[src/rtl/seg7_scan_decoder.sv]
// Snoops a multiplexed common-anode 7-segment bus, qualifies each anode dwell
// for stability, decodes it back to BCD and hands whole frames out over valid/ready.
module seg7_scan_decoder #(
    parameter int NUM_DIGITS    = 4,
    parameter int STABLE_CYCLES = 4
) (
    input  logic                    clk,
    input  logic                    rst_n,
    input  logic [6:0]              seg,
    input  logic [NUM_DIGITS-1:0]   an,
    output logic [4*NUM_DIGITS-1:0] digits,
    output logic                    out_valid,
    input  logic                    out_ready,
    output logic                    seg_err,
    output logic                    overrun
);

    typedef enum logic [1:0] {S_WAIT, S_COUNT, S_DONE} state_t;

    localparam logic [8:0] STABLE_LIM = 9'(STABLE_CYCLES);

    state_t                  state, state_nxt;
    logic [6:0]              s_seg, ref_seg, ref_seg_nxt;
    logic [NUM_DIGITS-1:0]   s_an, ref_an, ref_an_nxt;
    logic [7:0]              cnt, cnt_nxt;
    logic [8:0]              cnt_inc;
    logic                    capture, reload, dwell, same;
    logic [3:0]              code;
    logic [NUM_DIGITS-1:0]   mask, mask_now;
    logic [4*NUM_DIGITS-1:0] slots, slots_now;
    logic                    complete, out_free;

    function automatic logic [3:0] decode(input logic [6:0] p);
        case (p)
            7'b0000001: decode = 4'd0;
            7'b1001111: decode = 4'd1;
            7'b0010010: decode = 4'd2;
            7'b0000110: decode = 4'd3;
            7'b1001100: decode = 4'd4;
            7'b0100100: decode = 4'd5;
            7'b0100000: decode = 4'd6;
            7'b0001111: decode = 4'd7;
            7'b0000000: decode = 4'd8;
            7'b0000100: decode = 4'd9;
            7'b1111111: decode = 4'hF;
            default:    decode = 4'hE;
        endcase
    endfunction

    // Dwell qualification: a dwell is exactly one anode low; any change restarts the count.
    always_comb begin
        state_nxt   = state;
        cnt_nxt     = cnt;
        ref_an_nxt  = ref_an;
        ref_seg_nxt = ref_seg;
        capture     = 1'b0;
        reload      = 1'b0;
        dwell       = $onehot(~s_an);
        same        = (s_an == ref_an) && (s_seg == ref_seg);
        cnt_inc     = {1'b0, cnt} + 9'd1;
        case (state)
            S_WAIT:  reload = 1'b1;
            S_COUNT: begin
                if (same) begin
                    cnt_nxt = cnt_inc[7:0];
                    if (cnt_inc == STABLE_LIM) begin
                        capture   = 1'b1;
                        state_nxt = S_DONE;
                    end
                end else begin
                    reload = 1'b1;
                end
            end
            S_DONE:  reload = !same;
            default: reload = 1'b1;
        endcase
        if (reload) begin
            if (dwell) begin
                cnt_nxt     = 8'd1;
                ref_an_nxt  = s_an;
                ref_seg_nxt = s_seg;
                if (STABLE_CYCLES == 1) begin
                    capture   = 1'b1;
                    state_nxt = S_DONE;
                end else begin
                    state_nxt = S_COUNT;
                end
            end else begin
                cnt_nxt   = '0;
                state_nxt = S_WAIT;
            end
        end
    end

    // Slot and mask views including this cycle's capture, so a frame can complete immediately.
    always_comb begin
        code      = decode(s_seg);
        slots_now = slots;
        mask_now  = mask;
        for (int unsigned i = 0; i < NUM_DIGITS; i++) begin
            if (capture && !s_an[i]) begin
                slots_now[4*i +: 4] = code;
                mask_now[i]         = 1'b1;
            end
        end
        complete = &mask_now;
        out_free = !out_valid || out_ready;
    end

    always_ff @(posedge clk) begin
        if (!rst_n) begin
            state   <= S_WAIT;
            s_seg   <= '0;
            s_an    <= '0;
            ref_seg <= '0;
            ref_an  <= '0;
            cnt     <= '0;
        end else begin
            state   <= state_nxt;
            s_seg   <= seg;
            s_an    <= an;
            ref_seg <= ref_seg_nxt;
            ref_an  <= ref_an_nxt;
            cnt     <= cnt_nxt;
        end
    end

    always_ff @(posedge clk) begin
        if (!rst_n) begin
            slots     <= '0;
            mask      <= '0;
            digits    <= '0;
            out_valid <= 1'b0;
            seg_err   <= 1'b0;
            overrun   <= 1'b0;
        end else begin
            slots   <= slots_now;
            seg_err <= capture && (code == 4'hE);
            overrun <= 1'b0;
            if (complete) begin
                mask <= '0;
                if (out_free) begin
                    digits    <= slots_now;
                    out_valid <= 1'b1;
                end else begin
                    overrun <= 1'b1;
                end
            end else begin
                mask <= mask_now;
                if (out_valid && out_ready) begin
                    out_valid <= 1'b0;
                end
            end
        end
    end

endmodule
[config.mk]
export PLATFORM = sky130hd
export DESIGN_NAME = seg7_scan_decoder
export DESIGN_NICKNAME = d
export VERILOG_FILES = /design/src/rtl/seg7_scan_decoder.sv
export SDC_FILE = /design/constraint.sdc
export NUM_CORES = 1
export LEC_CHECK = 0
export ABC_AREA = 1
export BUFFER_PORTS_ARGS = -buffer_cell sky130_fd_sc_hd__buf_2
export CAP_MARGIN = 25
export CORE_UTILIZATION = 47
export CTS_CLUSTER_SIZE = 14
export DETAILED_ROUTE_END_ITERATION = 10
export GPL_TIMING_DRIVEN = 0
export PLACE_DENSITY = 0.69
export SYNTH_ARGS = -nofsm -noshare
export SYNTH_HDL_FRONTEND = slang
export SYNTH_SLANG_ARGS = --single-unit
[constraint.sdc]
create_clock -name clk -period 2.7 [get_ports clk]
set_input_delay 0.54 -clock clk [delete_from_list [all_inputs] [get_ports clk]]
set_output_delay 0.54 -clock clk [all_outputs]
set_load 0.005 [all_outputs]
Word-level counts from Yosys, hierarchy flattened
Cells that the tools add are included.

operators by class
  add/subtract/negate cells = 4
  equal/unequal tests = 18
  muxes and demuxes = 27
  bitwise gates (word level) = 2
  reduce and logical (&&, ||, !) cells = 27

operator list
  cell                   number
  $pmux W4 S11           1
  $mux W8                3
  $eq A7 B7 Y1 const B   3
  $mux W4                4
  $eq A7 B3 Y1 const B   2
  $eq A7 B6 Y1 const B   2
  $mux W1                14
  $reduce_and A5 Y1      2
  $add A8 B1 Y9 const B  1
  $eq A9 B3 Y1 const B   1
  $mux W2                4
  $reduce_bool A2 Y1     4
  $eq A7 B1 Y1 const B   1
  $eq A7 B4 Y1 const B   1
  $eq A7 B5 Y1 const B   1
  $eq A7 B7 Y1           1
  $logic_and A1 B1 Y1    7
  $logic_not A7 Y1       1
  $logic_not A1 Y1       6
  $reduce_and A2 Y1      3
  $add A1 B1 Y2          2
  $eq A4 B4 Y1           1
  $eq A4 B4 Y1 const B   1
  $not A4 Y4             1
  other kinds (11)       11

word-level totals
  bits in registers = 71
  input port bits = 14
  output and inout bits = 19
  word-level logic and storage cells = 90

Longest topological paths before layout
Gate-level depths: netlist (run 1).

  depth in word-level cells = 10
  depth in mapped cells = 17
  mapped depth without buffers = 16

Least setup slack after synthesis (run 1)
Ideal clock, no wire load.

  path kind = reg-to-reg
  start = reg s_an[0]
  end = reg ref_an[0]
  library setup time = 0.070 ns
  arrival time = 2.019 ns
  required time = 2.630 ns
  path slack = 0.611 ns
  cell stages (with the launch flop) = 9
  path buffers = 1
  path through = dfxtp_1 -> fa_1 -> inv_1 -> ha_1 -> ha_1 -> nor3b_1 -> nand2_1 -> clkbuf_1 -> a21oi_1

between the ends
  word-level cells in the longest chain between the ends = 5
  elaborated cells between the ends (all ways) = 10
  classes of those cells = add/sub (2); eq/ne (2); mux (2); bitwise (1); reduce/logical (3)

ends and longest elaborated chain
  what                                                                        RTL line  source
  start: declaration                                                          24        logic [NUM_DIGITS-1:0] s_an, ref_an, ref_an_nxt;
  start signal: assignment                                                    121       s_an <= an;
  $not A4 Y4 or $eq A4 B4 Y1 (tied branches)                                  58, 59
  $add A1 B1 Y2 (not written as such) or $logic_and A1 B1 Y1 (tied branches)  58, 59
  $add A2 B2 Y3 (not written as such), or another cell as far along           58        dwell = $onehot(~s_an);
  $eq A3 B1 Y1 or $pmux W1 S2 (tied branches)                                 58, 61
  $reduce_and A2 Y1 (no line)                                                 n/a
  end signal: assignment                                                      123       ref_an <= ref_an_nxt;
  end: declaration                                                            24

Parallel ways exist; a longest one is shown, timed or not.
A chain may end at the register's enable or synchronous reset.

Worst setup path in the final report (run 1)
  start = reg cnt[0]
  end = reg digits[4]

between the ends
  word-level cells in the longest chain between the ends = 8
  elaborated cells between the ends (all ways) = 15
  classes of those cells = add/sub (1); eq/ne (1); mux (8); reduce/logical (5)

ends and longest elaborated chain
  what                         RTL line  source
  start: declaration           25        logic [7:0] cnt, cnt_nxt;
  start signal: assignment     124       cnt <= cnt_nxt;
  $add A8 B1 Y9 (*)            60        cnt_inc = {1'b0, cnt} + 9'd1;
  $eq A9 B3 Y1 (*)             66        if (cnt_inc == STABLE_LIM) begin
  $mux W1 (*)                  66
  $mux W1 (*)                  64        if (same) begin
  $mux W1 (*)                  61        case (state)
  $logic_and A1 B1 Y1          101       if (capture && !s_an[i]) begin
  $mux W1                      101
  $reduce_and A5 Y1 (no line)  n/a
  end signal: assignment       143       digits <= slots_now;
  end: declaration             11        output logic [4*NUM_DIGITS-1:0] digits,

Every way passes the cells marked *; elsewhere a longest branch is shown, timed or not.

==> run summary, run 1 <==
* finished, final reports clean — result of the run
* 0.2066 — Total GRT Usage
* 0 — number of antenna violations at the first check in global routing
* reg -> reg — type of the setup path with the least slack
* 0.2676 — switching part of the total
* 186 — DRT iter0 DRCs
* 3 — H-tree Lvls
* 545.2 nW/um^2 — Pwr Density
* simple AND/OR/NAND/NOR gates — cell type group with the largest total delay on the critical path
* 0 — final setup fails
* 10 — crit-path max FO
* 88.18 um — Die W
* 0 — overflow left after global routing
* sky130_fd_sc_hd__nand2_1 — most frequent cell after synthesis
* 1 — CP bufs+invs
* 1.857 nW — leakage power
* 9 — CTS Buf Count
* 6.954 um^2 — Post-Synthesis Mean Instance Area
* 0.35 ns — insertion delay of the later-clocked pin in the worst-skew pair
* 2 — Max Root-Sink Buffers
* 0.1530 — fraction of final layout cells with drive strength greater than 1
* 13.62% — Area Growth Syn to Fin
* 0.391 — part of the power in the clock network
* 14 — pin count of the biggest net entering global routing
* 0.4809 ns — slew of the pin with the lowest slew margin
* an[1] — startpoint of the tightest hold check path
* 0.007978 ns — worst setup skew after layout
* flip-flop — nature of the critical path startpoint
* 0.3798 mV — VDD IR-drop max
* 2.451 ns — crit path time final
* ha_1 -> nand3_1 -> nand2_1 -> nand2_1 -> nor2_1 -> nand4_2 -> nor2_4 -> nand3_2 -> nand2_1 -> nand2_2 -> nor2_8 -> buf_6 -> nand3_1 -> nand2_1 -> nor2_1 — cell breakdown of the critical path
* in -> reg — Min-Delay Path Class
* 3491 um^2 — summed instance area of the synthesized netlist
* 0.9080 — share of the clock period used by the worst path after layout
* sky130_fd_sc_hd__dfxtp_1 (41%), sky130_fd_sc_hd__nand2_1 (14%), sky130_fd_sc_hd__inv_1 (7.2%) — top cells by area in the synthesized netlist
* 713 — count of fill cells added during filler insertion
* 0 — MaxCap Viol Count
* 0.4839 — initial standard-cell utilization of the core
* 0.45 ns — peak per-stage delay on the critical path
* 31 — number of buffer cells added on primary ports
* sky130_fd_sc_hd__nand2_1 (130), sky130_fd_sc_hd__dfxtp_1 (71), sky130_fd_sc_hd__inv_1 (67) — top post-synthesis cells by count
* cnt[0] — startpoint of the worst-slack reg-to-reg timing path
* 0 — cts repair resizes
* 3197 — routed vias
* built — TritonCTS clock tree
* 71 — count of state elements after synthesis
* 7214 um^2 — Core Area
* no — RSZ-0062 raised after global routing
* 4 — number of iterations in the first detailed-routing pass
* 565 — number of nets at the end of the flow
* 88.18 um — height of the chip
* 0.9069 — RePlAce Congestion
* 71 — clock sinks
* 0 — warnings from Yosys
* 0.4072 — top-area cell type share of the netlist area
* 0 — post-CTS setup-driven buffer insertion count
* 15 — worst reg2reg path depth
* 0 — ANT cells
* 0.513 — Seq pwr share
* 31 — Placement Rows
* 0 ns — setup TNS
* 0.08 ns — clock transition at the registers of the reported paths
* 15 — number of logic stages on the critical path including buffering
* 2.69 ns — critical path arrival
* 0.0005788 W — Sw Pwr
* 1421 um^2 — area taken by flip-flops and latches
* 5568 um — Final HPWL DP
* 0.001584 W — internal power consumption
* 0.6769 — slew margin rel.
* 7776 um^2 — Die ar.
* sky130_fd_sc_hd__dfxtp_1 — standard cell with the maximum stage delay on the critical path
* 0.25 ns — Register-to-Register Setup Slack
* 4.934 — mean number of vias per cell
* 12330 um — global-route wire length before repair
* 0 — count of nets left with antenna violations after detail routing
* 0 — Post-synth EDFFs
* 0 — async set-or-reset flop fraction in the synthesized netlist
* sky130_fd_sc_hd__dfxtp_1 — largest area contributor in the netlist
* 33 — number of primary I/O pins
* sky130_fd_sc_hd__nand2_1 — most used cell along the critical path
* 0 — number of design rule violations left after detail routing
* 0.5498 — Finished Core Util
* sky130_fd_sc_hd__clkbuf_8 — clock tree root buffer cell
* 11.46 um — WL per Instance
* 0.4072 — share of the yosys chip area belonging to registers
* 36 — number of distinct standard cells referenced by the synthesized netlist
* 1698 um^2 — combined area of the multi-input logic cells
* cnt[0] — Worst Setup SP
* 2757 — vias in the first global route
* 0 — pins over their slew limit
* 0 — total of hold buffers inserted after clock tree synthesis
* sky130_fd_sc_hd__dfxtp_1 — Most used DFF post-synth
* digits[4] — Critical Path End
* 2.94 ns — critical path data required time
* 502 — Synth Instances
* flip-flop — sort of element at the end of the critical path
* 407.9 MHz — Highest Clock Rate
* 523 — net count after synthesis
* digits[4] — terminus of the critical flop-to-flop path
* 0 — final-report hold violation count
* 0.096 — combinational cell fraction of total power
* 7424 um — wire length reported by the detailed router
-- cells by family (layout without fill, tap and decap cells) --
logic type | after synthesis | in the layout | synth area share
adder cells (fa/ha/maj) | 7 | 7 | 0.02724
XOR/XNOR | 3 | 3 | 0.007528
flip-flops | 71 | 71 | 0.4072
AND/OR/NAND/NOR | 273 | 273 | 0.3634
AO/OA/AOI/OAI | 59 | 59 | 0.08817
buffers and inverters | 89 | 136 | 0.1064
-- power groups by stage --
stage | Clock, W | Combinational (W) | Sequential, W
floorplan | 0 | 0.000155 | 0.00113
global placement | 0 | 0.000201 | 0.00113
detailed placement | 0 | 0.000207 | 0.00113
CTS | 0.000867 | 0.000208 | 0.00111
global route | 0.000908 | 0.000237 | 0.00112
finish | 0.000845 | 0.000207 | 0.00111
-- state kept, by name (all words and copies together), names as in the netlist, 2 cells and up --
signal / count
cnt: 8
s_an: 4
state: 2
mask: 4
s_seg: 7
ref_an: 4
digits: 16
slots: 16
ref_seg: 7
-- area by class of cell --
cell class / instances / area share
sequential: 71 / 0.3584
inverter: 73 / 0.06909
clock buffer: 10 / 0.03218
tap: 99 / 0.03123
buffer: 16 / 0.02461
timing repair buffer: 31 / 0.03912
multi-input combinational: 342 / 0.4281
clock inverter: 6 / 0.01735
-- through the flow --
step	instance area (um^2)	power (W)	setup slack, ns	hold slack [ns]	instances
after floorplan	3491	0.001283	0.6112	0.4318	502
after global placement	3770	0.001335	0.3267	0.4417	632
after detailed placement	3770	0.001342	0.2880	0.4611	632
after CTS	3966	0.002185	0.2737	0.3592	648
after global routing	3966	0.002260	0.02487	0.3601	648
final	3966	0.002163	0.2485	0.3686	648
-- placed cells by master, fill, tap and decap left out, types with 2 or more instances in the layout --
cell	instances
sky130_fd_sc_hd__a21oi_1	40
sky130_fd_sc_hd__buf_2	34
sky130_fd_sc_hd__buf_6	4
sky130_fd_sc_hd__clkbuf_1	8
sky130_fd_sc_hd__clkbuf_8	9
sky130_fd_sc_hd__clkinv_4	2
sky130_fd_sc_hd__dfxtp_1	71
sky130_fd_sc_hd__ha_1	6
sky130_fd_sc_hd__inv_1	67
sky130_fd_sc_hd__inv_2	5
sky130_fd_sc_hd__nand2_1	130
sky130_fd_sc_hd__nand2_2	7
sky130_fd_sc_hd__nand3_1	49
sky130_fd_sc_hd__nand3_2	4
sky130_fd_sc_hd__nand3b_1	2
sky130_fd_sc_hd__nand4_1	10
sky130_fd_sc_hd__nor2_1	50
sky130_fd_sc_hd__nor2_2	3
sky130_fd_sc_hd__nor2_4	4
sky130_fd_sc_hd__nor3_1	5
sky130_fd_sc_hd__o21ai_0	13
sky130_fd_sc_hd__o21bai_1	3
sky130_fd_sc_hd__or2_2	2
sky130_fd_sc_hd__xnor2_1	2
-- metal layers --
| layer | vias to the layer above | track usage | wire [um] |
|---|---|---|---|
| li1 | 1672 | - | - |
| met1 | 1454 | 0.2710 | 3550 |
| met2 | 60 | 0.3322 | 3436 |
| met3 | 11 | 0.04618 | 313 |
| met4 | 0 | 0.07625 | 124 |
| met5 | - | 0 | 0 |
-- worst min-delay path: stages --
cell                      delay, ns
sky130_fd_sc_hd__buf_2         0.07
sky130_fd_sc_hd__nand2_1       0.04
sky130_fd_sc_hd__inv_1         0.04
-- worst min path at each step --
stage,to,slack (ns),depth (start not counted)
after floorplan,mask[2],0.43,2
after global placement,mask[2],0.44,2
after detailed placement,ref_seg[1],0.46,2
after CTS,s_an[1],0.36,3
after global routing,s_an[1],0.36,3
final,s_an[1],0.37,3
Power figures use the tool's default switching activity.
==> run 2, diff against run 1 <==
- clock period: 2.7 -> 3.1 ns (I/O delays scaled with it)
==> run 2 against run 1 <==
Against the previous run: global-route usage is the same; non-clock buffer count is the same; clock-buffer cell count is the same; sequential power shrank 13%; design area is the same; final cell count is the same; critical path depth is the same; power shrank 13%; routed wire length is essentially flat; via count grew 0.56%; largest power group unchanged.
==> run summary, run 2 (same netlist as run 1, synthesis figures left out) <==
* in -> reg — Min-Delay Path Class, unchanged
* 565 — number of nets at the end of the flow, unchanged
* 2757 — vias in the first global route, unchanged
* 0 — MaxCap Viol Count, unchanged
* 3 — H-tree Lvls, unchanged
* 475.0 nW/um^2 — Pwr Density, was 545.2 nW/um^2
* 5568 um — Final HPWL DP, unchanged
* 0.1530 — fraction of final layout cells with drive strength greater than 1, unchanged
* flip-flop — sort of element at the end of the critical path, unchanged
* 0.35 ns — insertion delay of the later-clocked pin in the worst-skew pair, about the same
* met4 — highest routed metal layer, unchanged
* 0 — cts repair resizes, unchanged
* 0 — ANT cells, unchanged
* cnt[0] — Worst Setup SP, unchanged
* 5 — number of iterations in the first detailed-routing pass, was 4
* 0 — overflow left after global routing, unchanged
* 0.2066 — Total GRT Usage, unchanged
* sky130_fd_sc_hd__nand2_1 — most common cell after layout, fill and taps aside, unchanged
* 9 — CTS Buf Count, unchanged
* cnt[0] — startpoint of the worst-slack reg-to-reg timing path, unchanged
* 3215 — routed vias, was 3197
* 14 — pin count of the biggest net entering global routing, unchanged
* 0 — total of hold buffers inserted after clock tree synthesis, unchanged
* 0 ns — setup TNS, unchanged
* 33 — number of primary I/O pins, unchanged
* 7423 um — wire length reported by the detailed router, was 7424 um
* 31 — number of buffer cells added on primary ports, unchanged
* ha_1 -> nand3_1 -> nand2_1 -> nand2_1 -> nor2_1 -> nand4_2 -> nor2_4 -> nand3_2 -> nand2_1 -> nand2_2 -> nor2_8 -> buf_6 -> nand3_1 -> nand2_1 -> nor2_1 — cell breakdown of the critical path, unchanged
* 11.46 um — WL per Instance, about the same
* an[1] — startpoint of the tightest hold check path, unchanged
* 0 — pins over their slew limit, unchanged
* 0.3305 mV — VDD IR-drop max, was 0.3798 mV
* 7776 um^2 — Die ar., unchanged
* 0.001884 W — total design power, was 0.002163 W
* 2.440 ns — crit path time final, was 2.451 ns
* 3966 um^2 — total non-filler cell area in the finished layout, unchanged
* sky130_fd_sc_hd__nand2_1 — most used cell along the critical path, unchanged
* 3.34 ns — critical path data required time, was 2.94 ns
* 3770 um^2 — cell area after placement, unchanged
* 0.6688 — slew margin rel., was 0.6769
* 2 — Max Root-Sink Buffers, unchanged
* 0 — final setup fails, unchanged
* 71 — clock sinks, unchanged
* 1.857 nW — leakage power, about the same
* flip-flop — nature of the critical path startpoint, unchanged
* 409.9 MHz — Highest Clock Rate, was 407.9 MHz
* no — RSZ-0062 raised after global routing, unchanged
* 88.18 um — height of the chip, unchanged
* 0.4930 ns — slew of the pin with the lowest slew margin, was 0.4809 ns
* sky130_fd_sc_hd__nand2_1 (130), sky130_fd_sc_hd__dfxtp_1 (71), sky130_fd_sc_hd__inv_1 (67), sky130_fd_sc_hd__nor2_1 (50), sky130_fd_sc_hd__nand3_1 (49) — most frequent cells in the layout, unchanged
* simple AND/OR/NAND/NOR gates — cell type group with the largest total delay on the critical path, unchanged
* 0 — number of design rule violations left after detail routing, unchanged
* reg -> reg — type of the setup path with the least slack, unchanged
* 3525 um — routed metal-1 wirelength, was 3550 um
* 0 — post-CTS setup-driven buffer insertion count, unchanged
* built — TritonCTS clock tree, unchanged
* 0.08 ns — clock transition at the registers of the reported paths, about the same
* 3441 um — WL met2, was 3436 um
* 0 — number of antenna violations at the first check in global routing, unchanged
* 13.62% — Area Growth Syn to Fin, unchanged
* 1 — CP bufs+invs, unchanged
* 323 um — met3 wirelength from detailed routing, was 313 um
* 0 — final-report hold violation count, unchanged
* 0.7870 — share of the clock period used by the worst path after layout, was 0.9080
* sky130_fd_sc_hd__dfxtp_1 — standard cell with the maximum stage delay on the critical path, unchanged
* sky130_fd_sc_hd__clkbuf_8 — clock tree root buffer cell, unchanged
* 0.007848 ns — worst setup skew after layout, was 0.007978 ns
* digits: 16 flops, slots: 16 flops, cnt: 8 flops — Largest regs, unchanged
* 186 — DRT iter0 DRCs, unchanged
* 12330 um — global-route wire length before repair, unchanged
* 4.961 — mean number of vias per cell, was 4.934
* 31 — Placement Rows, unchanged
* 0 — count of nets left with antenna violations after detail routing, unchanged
* 10 — crit-path max FO, unchanged
* 2.68 ns — critical path arrival, was 2.69 ns
* 0.9069 — RePlAce Congestion, unchanged
* 7214 um^2 — Core Area, unchanged
* 0.44 ns — peak per-stage delay on the critical path, was 0.45 ns
* 0.4839 — initial standard-cell utilization of the core, unchanged
* 88.18 um — Die W, unchanged
* finished, final reports clean — result of the run, unchanged
[run 2: metal layers]
metal,vias up,GRT usage
li1,1673,-
met1,1458,0.2710
met2,71,0.3322
met3,13,0.04618
met4,0,0.07625
met5,-,0
[run 2: tightest hold or removal path: cells and delay by family]
| family | cells | cell delay, ns |
|---|---|---|
| AND/OR/NAND/NOR | 1 | 0.04 |
| buffers and inverters | 2 | 0.11 |
[run 2: path summary, 6_finish.rpt]
| kind | end | slack [ns] | cells after the start |
|---|---|---|---|
| setup reg to reg | digits[4] | 0.66 | 15 |
| setup / recovery | digits[4] | 0.66 | 15 |
| hold reg to reg | ref_an[0] | 0.47 | 2 |
| hold / removal | s_an[1] | 0.45 | 3 |
[run 2: layout make-up]
type / count / area [um^2]
plain buffers: 16 / 97.59
clock buffers: 10 / 127.6
clock inverters: 6 / 68.82
fillers: 713 / 3248
inverters: 73 / 274.0
multi-input cells: 342 / 1698
flip-flops and latches: 71 / 1421
well taps: 99 / 123.9
repair buffers: 31 / 155.1
[run 2: through the flow]
stage                       util  cells  hold slack (ns)  setup slack [ns]
final                     0.5498    648           0.4487            0.6602
after global routing      0.5498    648           0.4401            0.3953
after CTS                 0.5498    648           0.4392            0.6737
after detailed placement  0.5225    632           0.4611            0.6880
after global placement    0.5225    632           0.4417            0.7267
after floorplan                -    502           0.4318             1.011
[run 2: where the power goes]
part / switching (W) / internal [W]
Clock: 0.000360 / 0.000376
Combinational: 0.000120 / 0.0000609
Sequential: 0.0000244 / 0.000943
Total: 0.000505 / 0.00138
==> run 3, diff against run 2 <==
- PLACE_DENSITY: 0.69 -> 0.71
- clock period: 3.1 -> 2.1 ns (I/O delays scaled with it)
==> run 3 against run 2 <==
Against the previous run: the run now ends with setup timing left; sequential share of layout area shrank 4.4 points; via count grew 7.3%; fmax grew 13%; hold slack lost 0.20 ns; critical path type unchanged; critical endpoint is now digits[8].
==> run summary, run 3 (same netlist as run 1, synthesis figures left out) <==
* 0 — final-report hold violation count, unchanged
* 0 — count of nets left with antenna violations after detail routing, unchanged
* sky130_fd_sc_hd__clkbuf_8 — clock tree root buffer cell, unchanged
* digits: 16 flops, slots: 16 flops, cnt: 8 flops — Largest regs, unchanged
* 13900 um — global-route wire length before repair, was 12330 um
* 31 — Placement Rows, unchanged
* 5.102 — mean number of vias per cell, was 4.961
* 13 — pin count of the biggest net entering global routing, was 14
* yes — RSZ-0062 raised after global routing, was no
* 0 — ANT cells, unchanged
* 1.030 — share of the clock period used by the worst path after layout, was 0.7870
* 71 — clock sinks, unchanged
* 0.5635 ns — slew of the pin with the lowest slew margin, was 0.4930 ns
* 3108 — vias in the first global route, was 2757
* cnt[0] — startpoint of the worst-slack reg-to-reg timing path, unchanged
* 9 — CTS Buf Count, unchanged
* 0.009707 ns — worst setup skew after layout, was 0.007848 ns
* finished with violations — result of the run, was finished, final reports clean
* 0.2332 — Total GRT Usage, was 0.2066
* -0.8343 ns — setup TNS, was 0 ns
* 2.058 nW — leakage power, was 1.857 nW
* 0.4383 mV — VDD IR-drop max, was 0.3305 mV
* 31.68% — Area Growth Syn to Fin, was 13.62%
* 33 — number of primary I/O pins, unchanged
* in -> reg — Min-Delay Path Class, unchanged
* sky130_fd_sc_hd__nand2_1 (118), sky130_fd_sc_hd__dfxtp_1 (61), sky130_fd_sc_hd__inv_1 (58), sky130_fd_sc_hd__nor2_1 (48), sky130_fd_sc_hd__nand3_1 (37) — most frequent cells in the layout, was sky130_fd_sc_hd__nand2_1 (130), sky130_fd_sc_hd__dfxtp_1 (71), sky130_fd_sc_hd__inv_1 (67), sky130_fd_sc_hd__nor2_1 (50), sky130_fd_sc_hd__nand3_1 (49)
* digits[8] — terminus of the critical flop-to-flop path, was digits[4]
* 214 — DRT iter0 DRCs, was 186
* 5 — number of iterations in the first detailed-routing pass, unchanged
* 0.6243 — slew margin rel., was 0.6688
* 0.9162 — RePlAce Congestion, was 0.9069
* 15 — worst reg2reg path depth, unchanged
* reg -> reg — type of the setup path with the least slack, unchanged
* 31 — number of buffer cells added on primary ports, unchanged
* 0.35 ns — insertion delay of the later-clocked pin in the worst-skew pair, about the same
* 12.89 um — WL per Instance, was 11.46 um
* 676 — Cell Count, Final, Fillers Out, was 648
* 594 — number of nets at the end of the flow, was 565
* 8716 um — wire length reported by the detailed router, was 7423 um
* -0.06 ns — Register-to-Register Setup Slack, was 0.66 ns
* 0.08 ns — clock transition at the registers of the reported paths, about the same
* 3449 — routed vias, was 3215
* 3 — H-tree Lvls, unchanged
* 0.6372 — Finished Core Util, was 0.5498
* sky130_fd_sc_hd__nand2_1 — most common cell after layout, fill and taps aside, unchanged
* 2.163 ns — crit path time final, was 2.440 ns
* 0.002243 W — internal power consumption, was 0.001379 W
* 0 — overflow left after global routing, unchanged
* 662.5 nW/um^2 — Pwr Density, was 475.0 nW/um^2
* cnt[0] — Worst Setup SP, unchanged
* 0.401 — part of the power in the clock network, was 0.391
* 7776 um^2 — Die ar., unchanged
* 88.18 um — height of the chip, unchanged
* 88.18 um — Die W, unchanged
* 0.4839 — initial standard-cell utilization of the core, unchanged
* 0 — number of antenna violations at the first check in global routing, unchanged
* flip-flop — sort of element at the end of the critical path, unchanged
* 462.3 MHz — Highest Clock Rate, was 409.9 MHz
* 0 — pins over their slew limit, unchanged
* 632 — Post-Place Cells, unchanged
* setup timing — violations in the final reports
* 2 — Max Root-Sink Buffers, unchanged
* 5 — crit-path max FO, was 10
* 0 — MaxCap Viol Count, unchanged
* 2.35 ns — critical path data required time, was 3.34 ns
* digits[8] — Critical Path End, was digits[4]
* 5516 um — Final HPWL DP, was 5568 um
* flip-flop — nature of the critical path startpoint, unchanged
* 0.0008023 W — Sw Pwr, was 0.0005046 W
* 2.42 ns — critical path arrival, was 2.68 ns
* 0.2634 — switching part of the total, was 0.2679
* 0.469 — Seq pwr share, was 0.513
* 7214 um^2 — Core Area, unchanged
* 0.3085 — fraction of final layout cells with drive strength greater than 1, was 0.1530
* 0 — number of design rule violations left after detail routing, unchanged
* built — TritonCTS clock tree, unchanged
* 27 — final setup fails, was 0
* 0.130 — combinational cell fraction of total power, was 0.096
* -0.06289 ns — Worst Slack Setup Final, was 0.6602 ns
-- run 3: changes by cell type in the layout (fill, tap and decap cells not counted), sizes merged --
cell and delta:
nor2 +1, nand2 +1, clkinv -2, clkbuf -1, bufinv +1, buf +28
-- run 3: layout make-up --
type                    count  area, um^2
plain buffers              16       118.9
clock buffers              10       137.6
clock inverters             5       81.33
fillers                   641        2618
inverters                  73       279.0
multi-input cells         344        2032
flip-flops and latches     71        1446
well taps                  99       123.9
repair buffers             58       377.9
-- run 3: timing repair --
item                       CTS  global route
setup endpoints to repair   46            50
resized for setup           77            44
pin swaps                   29            18
setup buffers               19             4
gates cloned                 4             2
hold buffers                 0             0
-- run 3: worst min-delay path by stage --
stage / cells after the start / end / slack (ns) / startpoint
floorplan: 2 / mask[2] / 0.43 / mask[2]
global placement: 2 / mask[2] / 0.45 / mask[2]
detailed placement: 2 / mask[2] / 0.45 / mask[2]
CTS: 3 / s_seg[2] / 0.24 / seg[2]
global route: 3 / s_an[1] / 0.23 / an[1]
finish: 3 / s_seg[0] / 0.25 / seg[0]
-- run 3: routing by layer --
metal	up-vias	global-route usage	wire length, um
li1	1730	-	-
met3	20	0.06503	330
met5	-	0	0
met1	1612	0.3010	4053
met2	87	0.3692	4115
met4	0	0.08944	217
-- run 3: power by group through the flow --
stage                     registers (W)  logic [W]  clock network [W]
after CTS                       0.00143   0.000363            0.00124
final                           0.00143   0.000396            0.00122
after floorplan                 0.00145   0.000200                  0
after global routing            0.00144   0.000438            0.00131
after detailed placement        0.00146   0.000265                  0
after global placement          0.00146   0.000258                  0
-- run 3: worst max-delay path, cell delays in order (launching register included) --
cell,delay (ns)
sky130_fd_sc_hd__dfxtp_4,0.38
sky130_fd_sc_hd__ha_4,0.17
sky130_fd_sc_hd__nand3_2,0.08
sky130_fd_sc_hd__nand2_2,0.11
sky130_fd_sc_hd__nand2_4,0.07
sky130_fd_sc_hd__nor2_4,0.10
sky130_fd_sc_hd__nand4_4,0.09
sky130_fd_sc_hd__nor2_4,0.23
sky130_fd_sc_hd__nand3_4,0.13
sky130_fd_sc_hd__nand2_4,0.12
sky130_fd_sc_hd__nand2_8,0.07
sky130_fd_sc_hd__nor2_8,0.16
sky130_fd_sc_hd__buf_6,0.15
sky130_fd_sc_hd__nand3_2,0.07
sky130_fd_sc_hd__nand2_2,0.08
sky130_fd_sc_hd__nor2_1,0.04
-- run 3: stage by stage --
step | instance area [um^2] | total power [W] | hold slack (ns) | setup WS [ns]
global route | 4597 | 0.003181 | 0.2331 | -0.1967
CTS | 4422 | 0.003030 | 0.2359 | -0.02135
floorplan | 3491 | 0.001650 | 0.4318 | 0.01122
global placement | 3770 | 0.001715 | 0.4458 | -0.2745
finish | 4597 | 0.003046 | 0.2453 | -0.06289
detailed placement | 3770 | 0.001724 | 0.4541 | -0.3404
